`config.mk`:
```
export PLATFORM = sky130hd
export DESIGN_NAME = seq_shifter
export DESIGN_NICKNAME = d
export VERILOG_FILES = /design/src/rtl/shifter_pkg.sv /design/src/rtl/shift_step.sv /design/src/rtl/seq_shifter.sv
export SDC_FILE = /design/constraint.sdc
export NUM_CORES = 1
export LEC_CHECK = 0
export ABC_AREA = 1
export CORE_AREA = 2 2 77 79
export DETAILED_ROUTE_END_ITERATION = 7
export DIE_AREA = 0 0 79 81
export PLACE_DENSITY = 0.95
export SYNTH_ARGS = -nofsm -noshare
export SYNTH_HDL_FRONTEND = slang
export SYNTH_SLANG_ARGS = --single-unit
```
`constraint.sdc`:
```
create_clock -name clk -period 3.48 [get_ports clk]
set_clock_uncertainty 0.15 [all_clocks]
set_input_delay 0.522 -clock clk [delete_from_list [all_inputs] [get_ports clk]]
set_output_delay 0.522 -clock clk [all_outputs]
set_load 0.01 [all_outputs]
```
`src/rtl/shifter_pkg.sv`:
```
// Shared definitions for the sequential shifter: widths, operation encodings, FSM states.
// Build option SEQ_SHIFTER_ROTATE_EN turns operation 00 into rotate-right.
package shifter_pkg;

  localparam int XLEN    = 32;
  localparam int SHAMT_W = 5;

  typedef enum logic [1:0] {
    OP_ROR = 2'b00,
    OP_SLL = 2'b01,
    OP_SRL = 2'b10,
    OP_SRA = 2'b11
  } op_e;

  typedef enum logic [1:0] {
    S_IDLE  = 2'b00,
    S_SHIFT = 2'b01,
    S_DONE  = 2'b10
  } state_e;

  typedef struct packed {
    logic [XLEN-1:0]    op1;
    logic [SHAMT_W-1:0] shamt;
    op_e                op;
  } req_t;

  // Bit shifted in on every step; only SRA replicates the captured sign.
  function automatic logic fill_bit(input op_e op, input logic msb);
    return (op == OP_SRA) ? msb : 1'b0;
  endfunction

  // Initial working value. Without rotate support, operation 00 runs the
  // normal timing on an all-zero word so it completes with a zero result.
  function automatic logic [XLEN-1:0] load_word(input op_e op, input logic [XLEN-1:0] op1);
`ifdef SEQ_SHIFTER_ROTATE_EN
    load_word = op1;
`else
    load_word = (op == OP_ROR) ? '0 : op1;
`endif
  endfunction

endpackage

```
`src/rtl/shift_step.sv`:
```
// Combinational single-bit step of the shifter datapath.
// With SEQ_SHIFTER_ROTATE_EN defined, operation 00 rotates right by one.
module shift_step
  import shifter_pkg::*;
(
  input  logic [XLEN-1:0] word,
  input  op_e             operation,
  input  logic            fill,
  output logic [XLEN-1:0] shifted
);

  always_comb begin
    shifted = word;
    unique case (operation)
      OP_SLL: shifted = {word[XLEN-2:0], fill};
      OP_SRL,
      OP_SRA: shifted = {fill, word[XLEN-1:1]};
`ifdef SEQ_SHIFTER_ROTATE_EN
      OP_ROR: shifted = {word[0], word[XLEN-1:1]};
`else
      OP_ROR: shifted = '0;
`endif
      default: shifted = word;
    endcase
  end

endmodule

```
`src/rtl/seq_shifter.sv`:
```
// Multi-cycle barrel-less shifter: one bit per clock, valid/ready on both sides.
// Build option SEQ_SHIFTER_ROTATE_EN enables rotate-right on operation 00.
module seq_shifter
  import shifter_pkg::*;
(
  input  logic               clk,
  input  logic               rst_n,
  input  logic               in_valid,
  output logic               in_ready,
  input  logic [XLEN-1:0]    op1,
  input  logic [SHAMT_W-1:0] shamt,
  input  logic [1:0]         operation,
  output logic               out_valid,
  input  logic               out_ready,
  output logic [XLEN-1:0]    res,
  output logic               busy
);

  state_e             state, state_nxt;
  logic [SHAMT_W-1:0] cnt;
  logic [XLEN-1:0]    work;
  logic [XLEN-1:0]    work_step;
  op_e                op_q;
  logic               fill_q;
  logic               accept;
  op_e                op_in;

  assign op_in  = op_e'(operation);
  assign accept = in_valid && in_ready;

  shift_step u_step (
    .word      (work),
    .operation (op_q),
    .fill      (fill_q),
    .shifted   (work_step)
  );

  always_comb begin
    state_nxt = state;
    unique case (state)
      S_IDLE:  if (accept) state_nxt = (shamt == '0) ? S_DONE : S_SHIFT;
      S_SHIFT: if (cnt == SHAMT_W'(1)) state_nxt = S_DONE;
      S_DONE:  if (out_ready) state_nxt = S_IDLE;
      default: state_nxt = S_IDLE;
    endcase
  end

  always_ff @(posedge clk) begin
    if (!rst_n) begin
      state  <= S_IDLE;
      cnt    <= '0;
      work   <= '0;
      op_q   <= OP_SLL;
      fill_q <= 1'b0;
    end else begin
      state <= state_nxt;
      unique case (state)
        S_IDLE: begin
          if (accept) begin
            work   <= load_word(op_in, op1);
            cnt    <= shamt;
            op_q   <= op_in;
            fill_q <= fill_bit(op_in, op1[XLEN-1]);
          end
        end
        S_SHIFT: begin
          work <= work_step;
          cnt  <= cnt - SHAMT_W'(1);
        end
        default: ;
      endcase
    end
  end

  // in_ready is gated by rst_n so nothing is taken while reset is held.
  assign in_ready  = (state == S_IDLE) && rst_n;
  assign busy      = (state == S_SHIFT);
  assign out_valid = (state == S_DONE);
  assign res       = out_valid ? work : '0;

endmodule

```
==> impl_results.md, run 1 <==
- WS Path Type: reg -> out
- Worst endpoint required time: 2.81 ns
- Worst-path maximum fanout: 32
- Max_slew headroom: 0.386
- Leakage power: 0.00140 uW
- Skew-Pair Late Insertion Delay: 0.30 ns
- Mapped cell area: 0.00279 sq mm
- Maximum clock path buffer count: 2
- Ratio of cells with drive above 1 in the final layout: 0.0832
- Worst hold-check path type: reg -> reg
- Setup slack, reg-to-reg: 1.26 ns
- Clk root buf: clkbuf_8
- Setup Fix Bufs, Post-CTS: 0
- CP endpoint kind: primary output
- Non-filler cells, final: 580
- Via density: 5.31
- PD cells: 708 mW/mm^2
- Starting DRT DRC Count: 261
- Worst-Margin Slew: 0.921 ns
- Max_cap viols: 0
- Post-CTS resize count: 0
- First-pass GRT wire length: 12200 um
- Worst R2R Start: state[1]
- Status: completed
- Residual DRC count: 0
- DIE AREA: 0.00640 sq mm
- Via count: 3079
- Initial Utilization: 0.491
- Nets: 549
- Fin Setup TNS: 0 ns
- Routed Antenna Nets: 0
- Vias in the first global route: 2827
- Placed cell count: 572
- Max VDD drop: 0.479 mV
- Height of the die: 81 um
- CTS sink cnt: 42
- Final setup vio count: 0
- Worst hold stages: 2
- Final Hold Vio Count: 0
- Pin count of the biggest net entering global routing: 42
- Layout area overhead: 28.6%
- Total global-route track usage: 0.233
- Fmax: 0.341 GHz
- Antenna fix cells: 0
- WHS: 0.347 ns
- Setup repair after global routing missed its margin: no
- Total grt overflow: 0
- Ports: 78
- Core area: 0.00568 sq mm
- Arrival @ worst endpoint: 2.26 ns
- Detailed-placement wirelength estimate: 4910 um
- Post-synthesis sequential area ratio: 0.302
- Worst R2R Path Depth: 6
- First-pass DRT Iterations: 4
- Avg Cell Area, Syn: 6.25 sq um
- Floorplan row count: 28
- Final Instance Area: 0.00358 sq mm
- Hold_sp: cnt[3]
- Gpl congestion: 0.841
- Fill cells: 561
- Post-CTS Hold Buffers: 0
- Yosys Warn Count: 0
- H-tree depth: 2
- Clock tree from TritonCTS: built
- Antenna violations before repair: 0
- CTS buffer count: 5
- Yosys cell types: 25
- Synthesized flop and latch total: 42
- DIE WIDTH: 79 um
- Worst Hold End: cnt[3]
- Post-Place Cell Area: 0.00349 sq mm
- Synthesized instance count: 446
- Post-Synthesis Net Count: 491
- Final min period: 2.93 ns
- Crit Reg-Reg Endpoint: cnt[3]
- Period utilization: 0.843
- Worst Setup Start Kind: register
- PortBufs: 77
- WL per Instance: 12.4 um
- Pins over their slew limit: 0
- WL final: 7170 um
- CTS clk-pin slew, worst paths: 0.08 ns
-- per-layer routing --
layer | part of all wire | vias to the layer above | GRT usage
met1 | 0.44 | 1420 | 0.286
met2 | 0.50 | 102 | 0.414
met5 | 0 | - | 0
met3 | 0.054 | 9 | 0.0300
li1 | - | 1548 | -
met4 | 0.013 | 0 | 0.0897
-- cell usage in the layout, fill, tap and decap left out, types with 2 or more instances in the layout --
| cell | count |
|---|---|
| nor2_4 | 2 |
| nand3_1 | 6 |
| ha_1 | 2 |
| a21oi_1 | 81 |
| nor2_1 | 113 |
| clkdlybuf4s50_1 | 77 |
| nand2_4 | 2 |
| o21ai_0 | 40 |
| nand4_1 | 3 |
| inv_1 | 45 |
| buf_4 | 5 |
| inv_2 | 3 |
| nand3b_1 | 2 |
| clkbuf_8 | 6 |
| a21oi_2 | 20 |
| nand2_1 | 50 |
| dfxtp_1 | 42 |
-- worst max-delay path, cell delays in order (launching register included) --
cell and delay (ns):
dfxtp_1 0.46, inv_2 0.09, nor2_1 0.17, inv_1 0.41, nor2_1 0.24, clkdlybuf4s50_1 0.58
-- cell usage after synthesis (all sizes together) --
library cell / count / area share
nand2: 52 / 0.075
nand3b: 2 / 0.0054
buf: 25 / 0.063
a21boi: 1 / 0.0027
xor2: 1 / 0.0031
dfxtp: 42 / 0.30
inv: 48 / 0.065
ha: 2 / 0.0090
clkbuf: 6 / 0.0085
o21ai: 40 / 0.072
a21oi: 101 / 0.21
nor2: 116 / 0.16
nand3: 7 / 0.017
nand4: 3 / 0.0067
-- cell families after synthesis --
| group | after synthesis | share of synthesized area |
|---|---|---|
| compound gates | 142 | 0.283 |
| buf+inv | 79 | 0.136 |
| fa+ha+maj | 2 | 0.00898 |
| flops | 42 | 0.302 |
| xor+xnor | 1 | 0.00314 |
| simple gates | 180 | 0.267 |
-- layout make-up --
type,count,area [sq um],share of cell area
clock buffers,6,82.6,0.0230
clock inverters,2,12.5,0.00349
inverters,48,180,0.0503
multi-input cells,325,1570,0.437
flip-flops and latches,42,841,0.235
well taps,75,93.8,0.0262
repair buffers,82,808,0.225
-- worst max-delay path by stage --
stage / slack [ns] / to / start / cells past startpoint
after floorplan: 1.59 / res[10] / state[1] / 5
after global placement: 0.88 / cnt[4] / rst_n / 7
after detailed placement: 0.79 / cnt[4] / rst_n / 7
after CTS: 0.48 / res[22] / state[1] / 5
after global routing: 0.31 / res[27] / state[1] / 5
final: 0.55 / res[22] / state[1] / 5
-- through the flow --
stage          utilization  power, uW  setup slack (ns)
2_1_floorplan            -       1950              1.59
3_3_place_gp         0.615       2150             0.879
3_5_place_dp         0.615       2200             0.790
4_1_cts              0.632       2540             0.476
5_1_grt              0.632       2780             0.307
6_report             0.632       2540             0.548
-- registers in the layout, summed over array words and instances, names as in the netlist --
name,cells
work,32
fill_q,1
state,2
op_q,2
cnt,5
-- report_power, final --
group          switching (uW)  total (uW)  internal (uW)
clock                     171         331            160
sequential                217         914            697
combinational             804        1300            491
total                    1190        2540           1350
(Power assumes the default switching activity.)
==> inputs of run 2 (changes only) <==
--- a/config.mk
+++ b/config.mk
@@ -6,10 +6,10 @@
 export NUM_CORES = 1
 export LEC_CHECK = 0
 export ABC_AREA = 1
-export CORE_AREA = 2 2 77 79
+export CORE_AREA = 2 2 83 85
 export DETAILED_ROUTE_END_ITERATION = 7
-export DIE_AREA = 0 0 79 81
-export PLACE_DENSITY = 0.95
+export DIE_AREA = 0 0 85 87
+export PLACE_DENSITY = 0.88
 export SYNTH_ARGS = -nofsm -noshare
 export SYNTH_HDL_FRONTEND = slang
 export SYNTH_SLANG_ARGS = --single-unit
==> constraint.sdc (replaced) <==
create_clock -name clk -period 2.4 [get_ports clk]
set_clock_uncertainty 0.15 [all_clocks]
set_input_delay 0.36 -clock clk [delete_from_list [all_inputs] [get_ports clk]]
set_output_delay 0.36 -clock clk [all_outputs]
set_load 0.01 [all_outputs]
==> run 2 against run 1 <==
Compared with the run above: die area is 16% higher; register-to-register slack worse by 0.68 ns; final cell count is 2.1% higher; routed wire length is 3.4% higher; non-clock buffer count is 7 higher; setup slack worse by 0.40 ns; combinational power is 48% higher; utilization is 7.5 points lower; clock power is 41% higher; via count hardly changed; critical path type unchanged; critical endpoint is now res[13]; largest cell class unchanged.
==> impl_results.md, run 2 (same netlist as run 1, synthesis figures left out) <==
- Period utilization: 0.940
- Via density: 5.20
- Final setup vio count: 0
- Antenna fix cells: 0
- Arrival @ worst endpoint: 1.75 ns
- Total grt overflow: 0
- Setup repair after global routing missed its margin: no
- Sw Ratio: 0.473
- Nets: 556
- Post-Place Cell Area: 0.00355 sq mm
- Met2 GRT Util: 0.352
- Regs by FF count: work x32, cnt x5
- Leakage power: 0.00144 uW
- Most frequent cells in the layout: 112 x nor2_1, 81 x a21oi_1, 77 x clkdlybuf4s50_1
- Starting DRT DRC Count: 275
- Initial Utilization: 0.424
- PnR Total Power: 3720 uW
- PD cells: 1020 mW/mm^2
- Final min period: 2.26 ns
- Worst Setup Start Kind: register
- Layout area overhead: 31.1%
- Gpl congestion: 0.780
- Worst R2R Path Depth: 5
- Worst setup margin: 0.144 ns
- Clk root buf: clkbuf_8
- Psw: 1760 uW
- Pin count of the biggest net entering global routing: 42
- Total global-route track usage: 0.203
- First-pass GRT wire length: 12500 um
- Fmax: 0.443 GHz
- Floorplan row count: 30
- Worst hold stages: 2
- Vias in the first global route: 2880
- Routed Antenna Nets: 0
- Comb pwr share: 0.518
- CTS clk-pin slew, worst paths: 0.09 ns
- Met3 GRT Util: 0.0417
- Max_cap viols: 0
- Clk pwr share: 0.126
- First-pass DRT Iterations: 5
- CTS sink cnt: 42
- Max_slew headroom: 0.592
- WL final: 7410 um
- DIE WIDTH: 85 um
- Internal: 1960 uW
- Routing usage on met1: 0.254
- WS Path Type: reg -> out
- H-tree depth: 2
- DIE AREA: 0.00740 sq mm
- Ratio of cells with drive above 1 in the final layout: 0.0977
- Core area: 0.00657 sq mm
- Max reg flops: 32
- Worst hold-check path type: reg -> reg
- Via count: 3077
- Final Hold Vio Count: 0
- Gr busiest metal: met2
- Pins over their slew limit: 0
- Worst endpoint required time: 1.89 ns
- WHS: 0.339 ns
- Worst-path maximum fanout: 18
- Maximum clock path buffer count: 2
- Residual DRC count: 0
- WL per Instance: 12.5 um
- Skew-Pair Late Insertion Delay: 0.30 ns
- Ports: 78
- Antenna violations before repair: 0
- Sequential power share: 0.357
- Fill cells: 637
- Worst-Margin Slew: 0.611 ns
- Fin Setup TNS: 0 ns
- Clock tree from TritonCTS: built
- CTS buffer count: 5
- DP Worst Slack: 0.121 ns
- Most common cell after layout, fill and taps aside: nor2_1
- Register name with the most flops: work
- Detailed-placement wirelength estimate: 5060 um
- Max VDD drop: 0.437 mV
- Height of the die: 87 um
- Final Instance Area: 0.00365 sq mm
- PortBufs: 77
- CP endpoint kind: primary output
- Status: completed
## run 2: cell types whose count changed in the layout (fill, tap and decap cells not counted)
cell	change
clkinv_4	+1
buf_12	+1
buf_4	+6
clkbuf_8	-1
nor2_2	+1
nor2_1	-1
## run 2: cell type report
cell class	instances	area (sq um)	share of cell area
clock inverters	3	21.3	0.00582
flip-flops and latches	42	841	0.230
multi-input cells	325	1570	0.429
clock buffers	5	68.8	0.0188
repair buffers	89	873	0.239
inverters	48	180	0.0493
well taps	80	100	0.0274
## run 2: worst max-delay path, stage by stage (launching register included)
cell and delay [ns]:
dfxtp_1 0.35, inv_2 0.07, nor2_2 0.12, inv_1 0.07, buf_4 0.19, nor2_1 0.11, clkdlybuf4s50_1 0.54
## run 2: final timing paths
kind,to,slack [ns],startpoint
min,op_q[0],0.34,op_q[0]
max,res[13],0.14,state[1]
max reg2reg,work[4],0.58,state[0]
min reg2reg,op_q[0],0.34,op_q[0]
## run 2: through the flow
step,util,std cells
2_1_floorplan,-,446
6_report,0.556,592
5_1_grt,0.556,592
3_5_place_dp,0.541,583
3_3_place_gp,0.541,583
4_1_cts,0.555,591
## run 2: layer usage
layer,share of wire,vias to the layer above,wire [um]
met1,0.44,1395,3250
met5,0,-,0
met4,0.011,0,82
met3,0.065,10,481
met2,0.49,120,3600
li1,-,1552,-
## run 2: power groups by stage
stage | Sequential, uW | Clock [uW] | Combinational [uW]
final | 1330 | 467 | 1930
after global routing | 1370 | 501 | 2200
after CTS | 1320 | 473 | 1920
after detailed placement | 1330 | 0 | 1910
after global placement | 1320 | 0 | 1850
after floorplan | 1240 | 0 | 1580
## run 2: repair_timing
| action | in CTS | in global routing |
|---|---|---|
| gates resized for setup | 1 | 0 |
| setup buffers | 0 | 1 |
| endpoints found under the hold margin | 0 | 0 |
| pin swaps | 0 | 1 |
| hold buffers | 0 | 0 |
| setup endpoints to repair | 8 | 26 |
==> inputs of run 3 (changes only) <==
--- a/config.mk
+++ b/config.mk
@@ -10,6 +10,7 @@
 export DETAILED_ROUTE_END_ITERATION = 7
 export DIE_AREA = 0 0 85 87
 export PLACE_DENSITY = 0.88
+export SETUP_SLACK_MARGIN = 0.1
 export SYNTH_ARGS = -nofsm -noshare
 export SYNTH_HDL_FRONTEND = slang
 export SYNTH_SLANG_ARGS = --single-unit
==> run 3 against run 2 <==
Compared with the run above: total power down 0.60%; final cell count fell by 0.17%; global-route usage about the same; die area unchanged; cell area is 0.69% higher; clock power about the same; routed wire length hardly changed; first-iteration DRC count shrank 16%; largest cell class unchanged; largest power group unchanged.
==> impl_results.md, run 3 (same netlist as run 1, synthesis figures left out) <==
- H-tree depth: 2
- Worst Hold End: op_q[0]
- Post-CTS Hold Buffers: 0
- WS Path Type: in -> out
- Pin count of the biggest net entering global routing: 42
- Worst R2R Path Depth: 6
- Skew-Pair Late Insertion Delay: 0.30 ns
- Met2 GRT Util: 0.354
- Met3 GRT Util: 0.0417
- Core area: 0.00657 sq mm
- Via density: 5.18
- Arrival @ worst endpoint: 1.66 ns
- Fin Setup TNS: 0 ns
- Worst endpoint required time: 1.89 ns
- First-pass GRT wire length: 12500 um
- Fill cells: 641
- First-pass DRT Iterations: 4
- Register name with the most flops: work
- Antenna fix cells: 0
- Leakage power: 0.00185 uW
- Gr busiest metal: met2
- Clk root buf: clkbuf_8
- Via count: 3061
- CTS clk-pin slew, worst paths: 0.09 ns
- Worst Setup Start Kind: input pin
- Maximum clock path buffer count: 2
- Clock tree from TritonCTS: built
- Routed Antenna Nets: 0
- Vias in the first global route: 2892
- Worst-Margin Slew: 0.604 ns
- Hold_sp: op_q[0]
- Placed cell count: 583
- Fmax: 0.460 GHz
- Max reg flops: 32
- DIE AREA: 0.00740 sq mm
- Residual DRC count: 0
- Worst-path maximum fanout: 5
- Pins over their slew limit: 0
- CTS buffer count: 5
- Post-Place Cell Area: 0.00355 sq mm
- Total global-route track usage: 0.204
- PD cells: 1010 mW/mm^2
- CP endpoint kind: primary output
- Most common cell after layout, fill and taps aside: nor2_1
- Routing usage on met1: 0.254
- WHS: 0.340 ns
- Max VDD drop: 0.433 mV
- Crit Reg-Reg Endpoint: cnt[3]
- Detailed-placement wirelength estimate: 5060 um
- Most frequent cells in the layout: 112 x nor2_1, 81 x a21oi_1, 50 x nand2_1
- WL per Instance: 12.5 um
- PortBufs: 77
- Worst hold stages: 2
- Setup slack, reg-to-reg: 0.61 ns
- Antenna violations before repair: 0
- Max_slew headroom: 0.597
- Status: completed
- Final min period: 2.17 ns
- Nets: 555
- Period utilization: 0.906
- Regs by FF count: work x32, cnt x5
- Max_cap viols: 0
- Floorplan row count: 30
- CTS sink cnt: 42
- Setup repair after global routing missed its margin: no
- Gpl congestion: 0.780
- Initial Utilization: 0.424
- Worst hold-check path type: reg -> reg
- DIE WIDTH: 85 um
- WL final: 7410 um
- Final Hold Vio Count: 0
- Final Instance Area: 0.00368 sq mm
- Worst R2R Start: state[1]
- Ratio of cells with drive above 1 in the final layout: 0.0978
- Layout area overhead: 32.0%
- Non-filler cells, final: 591
- Starting DRT DRC Count: 231
- Total grt overflow: 0
- PnR Total Power: 3700 uW
- Ports: 78
- Height of the die: 87 um
- Final setup vio count: 0
[run 3: changes by cell type in the layout (fill, tap and decap cells not counted), sizes merged]
| cell | change |
|---|---|
| buf | -1 |
| clkdlybuf4s50 | -32 |
| dlygate4sd2 | +13 |
| dlymetal6s2s | +19 |
[run 3: report_power, final]
group          leakage, uW  total (uW)  switching (uW)  internal, uW
Combinational      0.00146        1910            1170           731
Sequential        0.000348        1330             318          1010
Clock            0.0000441         466             261           205
[run 3: routing by layer]
metal  part of all wire  vias up
li1                   -     1552
met5                  0        -
met2               0.50      124
met4             0.0093        0
met1               0.42     1377
met3              0.077        8
[run 3: area by class of cell]
class | instances | area, sq um | area share
Clock inverter | 3 | 21.3 | 0.00578
Tap cell | 80 | 100 | 0.0272
Clock buffer | 5 | 68.8 | 0.0187
Timing Repair Buffer | 88 | 897 | 0.244
Sequential cell | 42 | 842 | 0.229
Multi-Input combinational cell | 325 | 1570 | 0.427
Inverter | 48 | 180 | 0.0490
[run 3: timing repair]
action / 4_1_cts / 5_1_grt
gates resized for setup: 15 / 19
setup endpoints to repair: 32 / 19
buffers inserted: 0 / 0
cloned: 0 / 0
[run 3: worst max-delay path by stage]
stage	start	to	cells after the start
finish	rst_n	in_ready	4
global route	rst_n	in_ready	4
CTS	state[1]	res[7]	6
detailed placement	rst_n	work[25]	7
global placement	rst_n	cnt[2]	7
floorplan	state[1]	res[10]	5
[run 3: critical path, stage by stage]
cell and delay [ns]:
clkdlybuf4s50_1 0.51, inv_1 0.13, nor2_1 0.13, clkdlybuf4s50_1 0.54
[run 3: stage by stage]
stage | utilization | setup slack [ns]
floorplan | - | 0.671
global placement | 0.541 | 0.187
detailed placement | 0.541 | 0.121
CTS | 0.553 | 0.101
global route | 0.560 | 0.174
finish | 0.560 | 0.225
==> RTL change: new RTL, flow settings as in run 2 <==
Change the package constant `XLEN` from 32 to 16.
--- a/src/rtl/shifter_pkg.sv
+++ b/src/rtl/shifter_pkg.sv
@@ -2,7 +2,7 @@
 // Build option SEQ_SHIFTER_ROTATE_EN turns operation 00 into rotate-right.
 package shifter_pkg;
 
-  localparam int XLEN    = 32;
+  localparam int XLEN    = 16;
   localparam int SHAMT_W = 5;
 
   typedef enum logic [1:0] {
Ports: changed (resized op1 and res); port bits go from 78 to 46. The function was not compared with the original's and may differ.
==> RTL change against run 2 <==
Final area decreased by 40%. Highest routed layer unchanged. Synthesized cell count decreased by 40%. Worst setup slack improved by 0.054 ns. Sequential cell count decreased by 16. First-iteration DRC count decreased by 56%. Area after synthesis decreased by 42%. Routed wire length decreased by 36%. Largest power group unchanged. Total power decreased by 39%. Critical endpoint unchanged.
==> RTL change: results (changes against run 2) <==
Status
  – Status: finished, final reports clean

Finish
  – Biggest regs: work: 16 flops, cnt: 5 flops
  – Finished Layout Cells: 385 (-35%)
  – Multi-input combinational area share: 40.2% (-2.8 points)
  – Invs w/o clock: 32 (-33%)
  – CLK BUF: 3 (-2)
  – Filler cells: 698 (+9.6%)
  – Seq. cell area: 520 µm² (-38%)
  – Clk cell area share: 3.25% (+0.79 points)

Placed design
  – I/O Buffers: 45 (-42%)
  – GP Congestion: 0.801 (+2.7%)
  – Pre-CTS setup slack: 0.278 ns (+0.157 ns)
  – DP Wirelength: 3.45 mm (-32%)
  – Placed Cells: 381 (-35%)
  – Placed cell area: 0.00212 mm² (-40%)

Pwr
  – Leakage: 0.897 nW (-38%)
  – Clock group: 0.372 mW (-20%)
  – VDD IR max: 0.451 mV (+3.2%)
  – Pwr per Cell Area: 1030 mW/mm² (+1.3%)
  – Sw power: 0.998 mW (-43%)
  – Sequential power: 0.761 mW (-43%)

Synthesis
  – Yosys reg bits: 26 (-38%)
  – Top post-synthesis cells by count: 59 x nor2_1, 56 x a21oi_1, 35 x nand2_1
  – Main area contributors after synthesis: dfxtp_1 32%, a21oi_1 17%, nor2_1 14%
  – Adder and majority gate portion of the synthesized area: 1.55% (+0.65 points)
  – Avg Cell Area, Syn: 6.08 µm² (-2.7%)
  – XOR/XNOR Fraction of Synth Area: 0.541% (+0.23 points)
  – Syn nets: 295 (-40%)

Routing
  – Met3 WL: 253 µm (-47%)
  – 1st-iter DRT viols: 121 (-56%)
  – DRT Pass-1 Iters: 4 (-1)
  – Via count: 1,818 (-41%)
  – Routed metal-1 wire length: 2.15 mm (-34%)
  – Routed length per instance: 12.3 µm (-1.4%)

Worst setup path
  – Critical path peak fanout: 16 (-2)
  – Reg-to-Reg End: cnt[0]$_SDFFE_PN0P_
  – Reg2Reg Depth: 7 (+2)
  – R2R setup slack: 0.73 ns (+0.15 ns)

Min path
  – WHS Endpoint: cnt[3]$_SDFFE_PN0P_

GRT
  – Met2 usage: 22.8% (-12 points)
  – Total GRT Usage: 13.0% (-7.3 points)
  – Grt met3 use: 3.13% (-1.0 points)
  – GRT met1 Usage: 16.4% (-9.0 points)
  – First-pass GRT wire length: 7.89 mm (-37%)

Clocking
  – Worst skew pair latency: 0.28 ns (-0.02 ns)
  – CTS H-tree depth: 1 (-1)

STA
  – Hold slack: 0.355 ns (+0.0153 ns)
-- RTL change: worst max path at each step --
stage,from,end,slack (ns),depth (start not counted)
floorplan,state[1]$_SDFFE_PN0P_,res[10],0.72,5
global placement,rst_n,in_ready,0.29,4
detailed placement,rst_n,in_ready,0.28,4
CTS,state[1]$_SDFFE_PN0P_,res[13],0.08,5
global route,state[1]$_SDFFE_PN0P_,res[0],0.04,5
finish,state[1]$_SDFFE_PN0P_,res[13],0.20,5
-- RTL change: timing repair --
| item | in CTS | in global routing |
|---|---|---|
| buffers inserted | 0 | 0 |
| hold endpoints to repair | 0 | 0 |
| setup endpoints to repair | 15 | 16 |
| gates resized for setup | 1 | 2 |
-- RTL change: tightest hold or removal path, delay by kind of cell, from the launching register on --
family,cells,cell delay [ns]
AO/OA/AOI/OAI,1,0.06
flip-flops,1,0.34
AND/OR/NAND/NOR,1,0.06
